[src/rtl/apb_master.sv]
// APB requester: accepts one command at a time on a valid/ready port, runs the
// SETUP/ACCESS handshake, and returns a single-cycle response with error/timeout flags.
module apb_master #(
    parameter int unsigned TIMEOUT = 16
) (
    input  logic        pclk,
    input  logic        preset,
    input  logic        cmd_valid,
    output logic        cmd_ready,
    input  logic        cmd_write,
    input  logic [31:0] cmd_addr,
    input  logic [31:0] cmd_wdata,
    output logic        rsp_valid,
    output logic [31:0] rsp_rdata,
    output logic        rsp_err,
    output logic        rsp_timeout,
    output logic [31:0] paddr,
    output logic        psel,
    output logic        penable,
    output logic        pwrite,
    output logic [31:0] pwdata,
    input  logic        pready,
    input  logic        pslverr,
    input  logic [31:0] prdata
);

    typedef enum logic [1:0] {StIdle, StSetup, StAccess} state_e;

    // Wait count at which the next low-pready edge is the TIMEOUT-th one.
    localparam logic [7:0] LastWait = 8'(TIMEOUT - 1);

    state_e      state_q, state_d;
    logic [7:0]  wait_q, wait_d;
    logic [31:0] paddr_q, paddr_d;
    logic [31:0] pwdata_q, pwdata_d;
    logic        pwrite_q, pwrite_d;
    logic        psel_q, psel_d;
    logic        penable_q, penable_d;
    logic        rsp_valid_q, rsp_valid_d;
    logic [31:0] rsp_rdata_q, rsp_rdata_d;
    logic        rsp_err_q, rsp_err_d;
    logic        rsp_timeout_q, rsp_timeout_d;

    always_comb begin
        state_d       = state_q;
        wait_d        = wait_q;
        paddr_d       = paddr_q;
        pwdata_d      = pwdata_q;
        pwrite_d      = pwrite_q;
        psel_d        = psel_q;
        penable_d     = penable_q;
        rsp_valid_d   = 1'b0;
        rsp_rdata_d   = rsp_rdata_q;
        rsp_err_d     = rsp_err_q;
        rsp_timeout_d = rsp_timeout_q;

        case (state_q)
            StIdle: begin
                if (cmd_valid) begin
                    state_d   = StSetup;
                    wait_d    = 8'd0;
                    paddr_d   = cmd_addr;
                    pwrite_d  = cmd_write;
                    pwdata_d  = cmd_write ? cmd_wdata : 32'h0;
                    psel_d    = 1'b1;
                    penable_d = 1'b0;
                end
            end
            StSetup: begin
                state_d   = StAccess;
                penable_d = 1'b1;
            end
            StAccess: begin
                if (pready) begin
                    state_d       = StIdle;
                    psel_d        = 1'b0;
                    penable_d     = 1'b0;
                    rsp_valid_d   = 1'b1;
                    rsp_err_d     = pslverr;
                    rsp_timeout_d = 1'b0;
                    rsp_rdata_d   = pwrite_q ? 32'h0 : prdata;
                end else if (wait_q == LastWait) begin
                    state_d       = StIdle;
                    psel_d        = 1'b0;
                    penable_d     = 1'b0;
                    rsp_valid_d   = 1'b1;
                    rsp_err_d     = 1'b1;
                    rsp_timeout_d = 1'b1;
                    rsp_rdata_d   = 32'h0;
                end else begin
                    wait_d = wait_q + 8'd1;
                end
            end
            default: begin
                state_d   = StIdle;
                psel_d    = 1'b0;
                penable_d = 1'b0;
            end
        endcase
    end

    always_ff @(posedge pclk or posedge preset) begin
        if (preset) begin
            state_q       <= StIdle;
            wait_q        <= 8'd0;
            paddr_q       <= 32'h0;
            pwdata_q      <= 32'h0;
            pwrite_q      <= 1'b0;
            psel_q        <= 1'b0;
            penable_q     <= 1'b0;
            rsp_valid_q   <= 1'b0;
            rsp_rdata_q   <= 32'h0;
            rsp_err_q     <= 1'b0;
            rsp_timeout_q <= 1'b0;
        end else begin
            state_q       <= state_d;
            wait_q        <= wait_d;
            paddr_q       <= paddr_d;
            pwdata_q      <= pwdata_d;
            pwrite_q      <= pwrite_d;
            psel_q        <= psel_d;
            penable_q     <= penable_d;
            rsp_valid_q   <= rsp_valid_d;
            rsp_rdata_q   <= rsp_rdata_d;
            rsp_err_q     <= rsp_err_d;
            rsp_timeout_q <= rsp_timeout_d;
        end
    end

    assign cmd_ready   = (state_q == StIdle);
    assign paddr       = paddr_q;
    assign pwdata      = pwdata_q;
    assign pwrite      = pwrite_q;
    assign psel        = psel_q;
    assign penable     = penable_q;
    assign rsp_valid   = rsp_valid_q;
    assign rsp_rdata   = rsp_rdata_q;
    assign rsp_err     = rsp_err_q;
    assign rsp_timeout = rsp_timeout_q;

endmodule

[config.mk]
export PLATFORM = sky130hd
export DESIGN_NAME = apb_master
export DESIGN_NICKNAME = d
export VERILOG_FILES = /design/src/rtl/apb_master.sv
export SDC_FILE = /design/constraint.sdc
export NUM_CORES = 1
export LEC_CHECK = 0
export CORE_MARGIN = 2
export CORE_UTILIZATION = 41
export DETAILED_ROUTE_END_ITERATION = 10
export GPL_ROUTABILITY_DRIVEN = 1
export GPL_TIMING_DRIVEN = 0
export PLACE_DENSITY = 0.81
export SYNTH_ARGS = -nofsm -noshare
export SYNTH_HDL_FRONTEND = slang
export SYNTH_SLANG_ARGS = --single-unit
[constraint.sdc]
create_clock -name pclk -period 4.23 [get_ports pclk]
set_clock_uncertainty 0.15 [all_clocks]
set_input_delay 0.846 -clock pclk [delete_from_list [all_inputs] [get_ports pclk]]
set_output_delay 0.846 -clock pclk [all_outputs]
set_load 0.01 [all_outputs]
Word-level counts from Yosys, hierarchy flattened
Cells that the tools add are included.
W data, S select, Z words.
{"block": "word_totals", "word_cells": 52, "regBits": 112, "output_inout_bits": 103, "inputBits": 102}
{"block": "op_classes", "bitwise": 1, "eq_ne": 7, "muxes": 24, "addsub": 1, "reduce_logical": 8}
{"op": "$mux W32", "count": 4}
{"op": "$mux W8", "count": 3}
{"op": "$pmux W8 S2", "count": 1}
{"op": "$mux W1", "count": 10}
{"op": "$add A8 B1 Y8 const B", "count": 1}
{"op": "$eq A8 B4 Y1 const B", "count": 1}
{"op": "$mux W2", "count": 3}
{"op": "$ne A2 B2 Y1 const B", "count": 3}
{"op": "$pmux W1 S3", "count": 2}
{"op": "$pmux W2 S3", "count": 1}
{"op": "$reduce_and A2 Y1", "count": 3}
{"op": "$reduce_and A4 Y1", "count": 1}
{"op": "$reduce_bool A2 Y1", "count": 2}
{"op": "$ne A3 B3 Y1 const B", "count": 1}
{"op": "$reduce_and A3 Y1", "count": 1}
{"op": "$eq A2 B1 Y1 const B", "count": 1}
{"op": "$eq A2 B2 Y1 const B", "count": 1}
{"op": "$logic_not A2 Y1", "count": 1}
{"op": "$not A1 Y1", "count": 1}

Logic depth before layout (Yosys ltp)
{"block": "logic_depth", "word_depth": 4, "depth_mapped": 7, "depth_no_buf": 5}

Least setup slack after synthesis
Ideal clock, no wire load.
{"block": "synth_path", "path_type": "in2reg", "startpoint": "in pready", "endpoint": "reg wait_q[5]", "path_buffers": 0, "t_required_ns": 4.003, "stages": 4, "path_slack_ns": 1.973, "arrival_time_ns": 2.029, "setup_ns": 0.077, "cell_sequence": "or3b_4 -> a21o_4 -> or4_1 -> a21oi_1"}
{"block": "synth_between", "elab_chain_cells": 2}
{"item": "start, declared", "line": "22", "source": "input logic pready,"}
{"item": "$ne A2 B2 Y1 (no line)"}
{"item": "$reduce_and A4 Y1 (no line)"}
{"item": "end signal, assigned", "line": "117", "source": "wait_q <= wait_d;"}
{"item": "end, declared", "line": "33", "source": "logic [7:0] wait_q, wait_d;"}
Every way passes these cells.
A chain may end at the register's enable or synchronous reset.

Worst setup path in the final report
{"block": "layout_path", "startpoint": "in cmd_valid", "endpoint": "reg paddr_q[31], in the netlist paddr[31]"}
{"block": "layout_between", "elab_chain_cells": 1}
{"item": "start, declared", "line": "8", "source": "input logic cmd_valid,"}
{"item": "$reduce_and A2 Y1 (no line)"}
{"item": "end signal, assigned", "line": "118", "source": "paddr_q <= paddr_d;"}
{"item": "end, declared", "line": "34", "source": "logic [31:0] paddr_q, paddr_d;"}
Every way passes these cells.

==> impl_metrics.tcl <==
set metrics [dict create \
    firstDrtPassIters 4 \
    vias 3876 \
    postRouteAntennaNets 0 \
    grt_pass1_vias 3956 \
    wl_per_cell_um 15.6 \
    fp-row-count 37 \
    finalCritPeriodShare_pct 66.1 \
    status "complete, no violations" \
    share_comb_of_total_power_pct 45.7 \
    cts_max_path_buffers 2 \
    worst_slack_ns 1.44 \
    slew_headroom_pct 59.5 \
    crit_path_end_kind "flip-flop" \
    drive_gt1_share_pct 4.83 \
    pre_cts_ws_ns 1.05 \
    synth_cell_types 30 \
    grt_start_max_net_pins 65 \
    met3_length_um 895 \
    clk_pin_slew_ns 0.10 \
    p_leak_nw 3.16 \
    fin_cells 778 \
    seqPwrFrac_pct 40.5 \
    hold_depth 2 \
    final.setup.tns_ns 0 \
    hold_end "paddr[30]$_DFFE_PP0P_" \
    io_buffers 203 \
    hold_start "paddr[30]$_DFFE_PP0P_" \
    drv_slew 0 \
    ioPinCount 205 \
    htreeDepth 3 \
    ctsResizeCount 0 \
    syn_area_per_cell_um2 10.1 \
    path_max_fanout 10 \
    hold_viol_final 0 \
    maxCapViolCount 0 \
    hp-class "reg2reg" \
    intPower_w 0.00278 \
    cts_buffers 9 \
    start_util_pct 41.9 \
    drt-met1-wl_um 5110 \
    antenna_found_initial 0 \
    p_switching_w 0.00150 \
    die_x_um 106 \
    syn-num-nets 525 \
    layout.nets 740 \
    chipHeight_um 106 \
    grt_remaining_overflow 0 \
    r2r_end "rsp_rdata[14]$_DFFE_PP0P_" \
    yosys_warnings 0 \
    placedCellCount 762 \
    core-area_um2 10200 \
    reg2reg_slack_ns 1.84 \
    setup_viol 0 \
    tritoncts "built" \
    startpoint_type "primary input" \
    powerDensity_nw_per_um2 639 \
    cts_setup_buffers 0 \
    sw_frac_of_total_pct 35.1 \
    synth_area_um2 4280 \
    hold_buffers 0 \
    met2_wirelength_um 5950 \
    cts-root-buf "clkbuf_8" \
    clock_latency_ns 0.36 \
    gp_congestion 0.792 \
    crit_type "in2reg" \
    clkPwrFrac_pct 13.8 \
    rsz0062_at_grt "no" \
    place_hpwl_um 9150 \
    areaGrowthSynthToFinish_pct 56.3 \
    synth_cells 422 \
    whs_ns 0.328 \
    worstPathRequired_ns 4.39 \
    drt-total-wl_um 12100 \
    drt_iter0_drc 209 \
    reg2reg_depth 6 \
    drcViolationCount 0 \
    vias_per_cell 4.98 \
    irDropWorstVdd_uv 305 \
    worst_slew_pin_slew_ns 0.607 \
    crit_arrival_ns 2.95 \
    route.top_layer_used "met4" \
    antenna_cells 0 \
    grt_use_total_pct 21.9 \
    yosysSeqAreaShare_pct 64.9 \
    dieArea_um2 11300 \
    grt_pass1_wl_um 19500 \
    r2r_start "wait_q[0]$_DFFE_PP0P_" \
    fmax_mhz 358 \
    ys_seq_elements 111 \
    fin_crit_ns 2.79 \
    power_w 0.00428 \
    clock_sinks 111 \
]
cell type report:
| type | instances | area [um^2] |
|---|---|---|
| Fill cell | 848 | 3540 |
| Sequential cell | 111 | 2780 |
| Timing Repair Buffer | 204 | 2060 |
| Multi-Input combinational cell | 281 | 1380 |
| Tap cell | 136 | 170 |
| Clock buffer | 9 | 124 |
| Buffer | 25 | 104 |
| Clock inverter | 7 | 55.1 |
| Inverter | 5 | 21.3 |
cell usage in the layout, fill, tap and decap left out, types with 2 or more instances in the layout:
| master | Yosys | final |
|---|---|---|
| nor2_1 | 7 | 7 |
| clkdlybuf4s50_1 | 0 | 203 |
| mux2i_1 | 2 | 2 |
| nand2_1 | 174 | 174 |
| clkbuf_1 | 17 | 17 |
| clkinvlp_4 | 0 | 2 |
| inv_6 | 0 | 3 |
| o21ai_0 | 3 | 3 |
| nand3_1 | 38 | 38 |
| buf_2 | 8 | 8 |
| inv_1 | 4 | 3 |
| a22o_1 | 32 | 32 |
| dfrtp_1 | 111 | 111 |
| clkbuf_8 | 0 | 9 |
| a21oi_1 | 7 | 7 |
worst max-delay path, cell delays in order:
cell	delay, ns
clkdlybuf4s50_1	0.48
or3b_2	0.46
clkbuf_1	0.26
clkinv_1	0.21
buf_2	0.24
buf_2	0.28
nand2_1	0.11
nand2_1	0.06
power by group through the flow:
stage	Clock (W)	Sequential [W]	Combinational (W)
after floorplan	0	0.00193	0.000594
after global placement	0	0.00173	0.00192
after detailed placement	0	0.00175	0.00197
after CTS	0.000610	0.00173	0.00198
after global routing	0.000651	0.00178	0.00212
final	0.000592	0.00173	0.00195
cells in the mapped netlist:
master	instances	area, um^2
a211oi_1	1	7.51
and2_1	1	6.26
o31ai_1	1	7.51
nor2_1	7	26.3
nor2b_1	1	6.26
or4_1	1	7.51
or3b_4	1	11.3
and3_2	1	7.51
inv_1	4	15.0
mux2i_1	2	20.0
dfrtp_1	111	2780
a22o_1	32	280
nand4_1	1	6.26
a21oi_1	7	35.0
buf_2	8	40.0
nand2_1	174	653
ha_1	1	12.5
clkbuf_1	17	63.8
and3b_1	1	8.76
nor4_4	1	21.3
o211ai_1	1	7.51
a31oi_1	1	6.26
or3b_2	1	8.76
xnor2_1	1	8.76
o221ai_1	1	8.76
o21ai_0	3	15.0
nand3_1	38	190
a21o_4	1	15.0
clkinv_1	1	3.75
o21ai_1	1	5.00
layer usage:
layer	vias up	GRT usage, %
met3	15	6.19
met1	1893	27.7
met2	143	36.3
met4	0	6.95
met5	-	0
li1	1825	-
kinds of logic (layout without fill, tap and decap cells):
kind of cell / count (synthesis) / after routing / synth area share, %
compound gates: 49 / 49 / 9.06
mux: 2 / 2 / 0.467
fa+ha+maj: 1 / 1 / 0.292
buf+inv: 30 / 250 / 2.86
xor+xnor: 1 / 1 / 0.205
flops: 111 / 111 / 64.9
simple gates: 228 / 228 / 22.3
state kept, by name, indices dropped and copies added (netlist names):
name / flops
psel: 1
rsp_err: 1
pwdata: 32
wait_q: 8
paddr: 32
rsp_rdata: 32
rsp_valid: 1
pwrite: 1
rsp_timeout: 1
state_q: 2
stage by stage:
step                      utilization [%]  instance area (um^2)
after floorplan                         -                  4280
after global placement               63.4                  6480
after detailed placement             63.7                  6520
after CTS                            65.4                  6690
after global routing                 65.4                  6690
final                                65.4                  6690
how the worst max path moves through the flow:
stage                        endpoint  slack [ns]  cells after the start  startpoint
3_3_place_gp   pwdata[26]$_DFFE_PP0P_       -1.17                      2      preset
2_1_floorplan    paddr[0]$_DFFE_PP0P_        0.30                      1      preset
6_report        paddr[31]$_DFFE_PP0P_        1.44                      8   cmd_valid
5_1_grt            pwrite$_DFFE_PP0P_        1.31                      8   cmd_valid
4_1_cts            pwrite$_DFFE_PP0P_        1.43                      8   cmd_valid
3_5_place_dp    paddr[31]$_DFFE_PP0P_        1.05                      8   cmd_valid
Note: power is estimated with default switching activity, not from simulation.
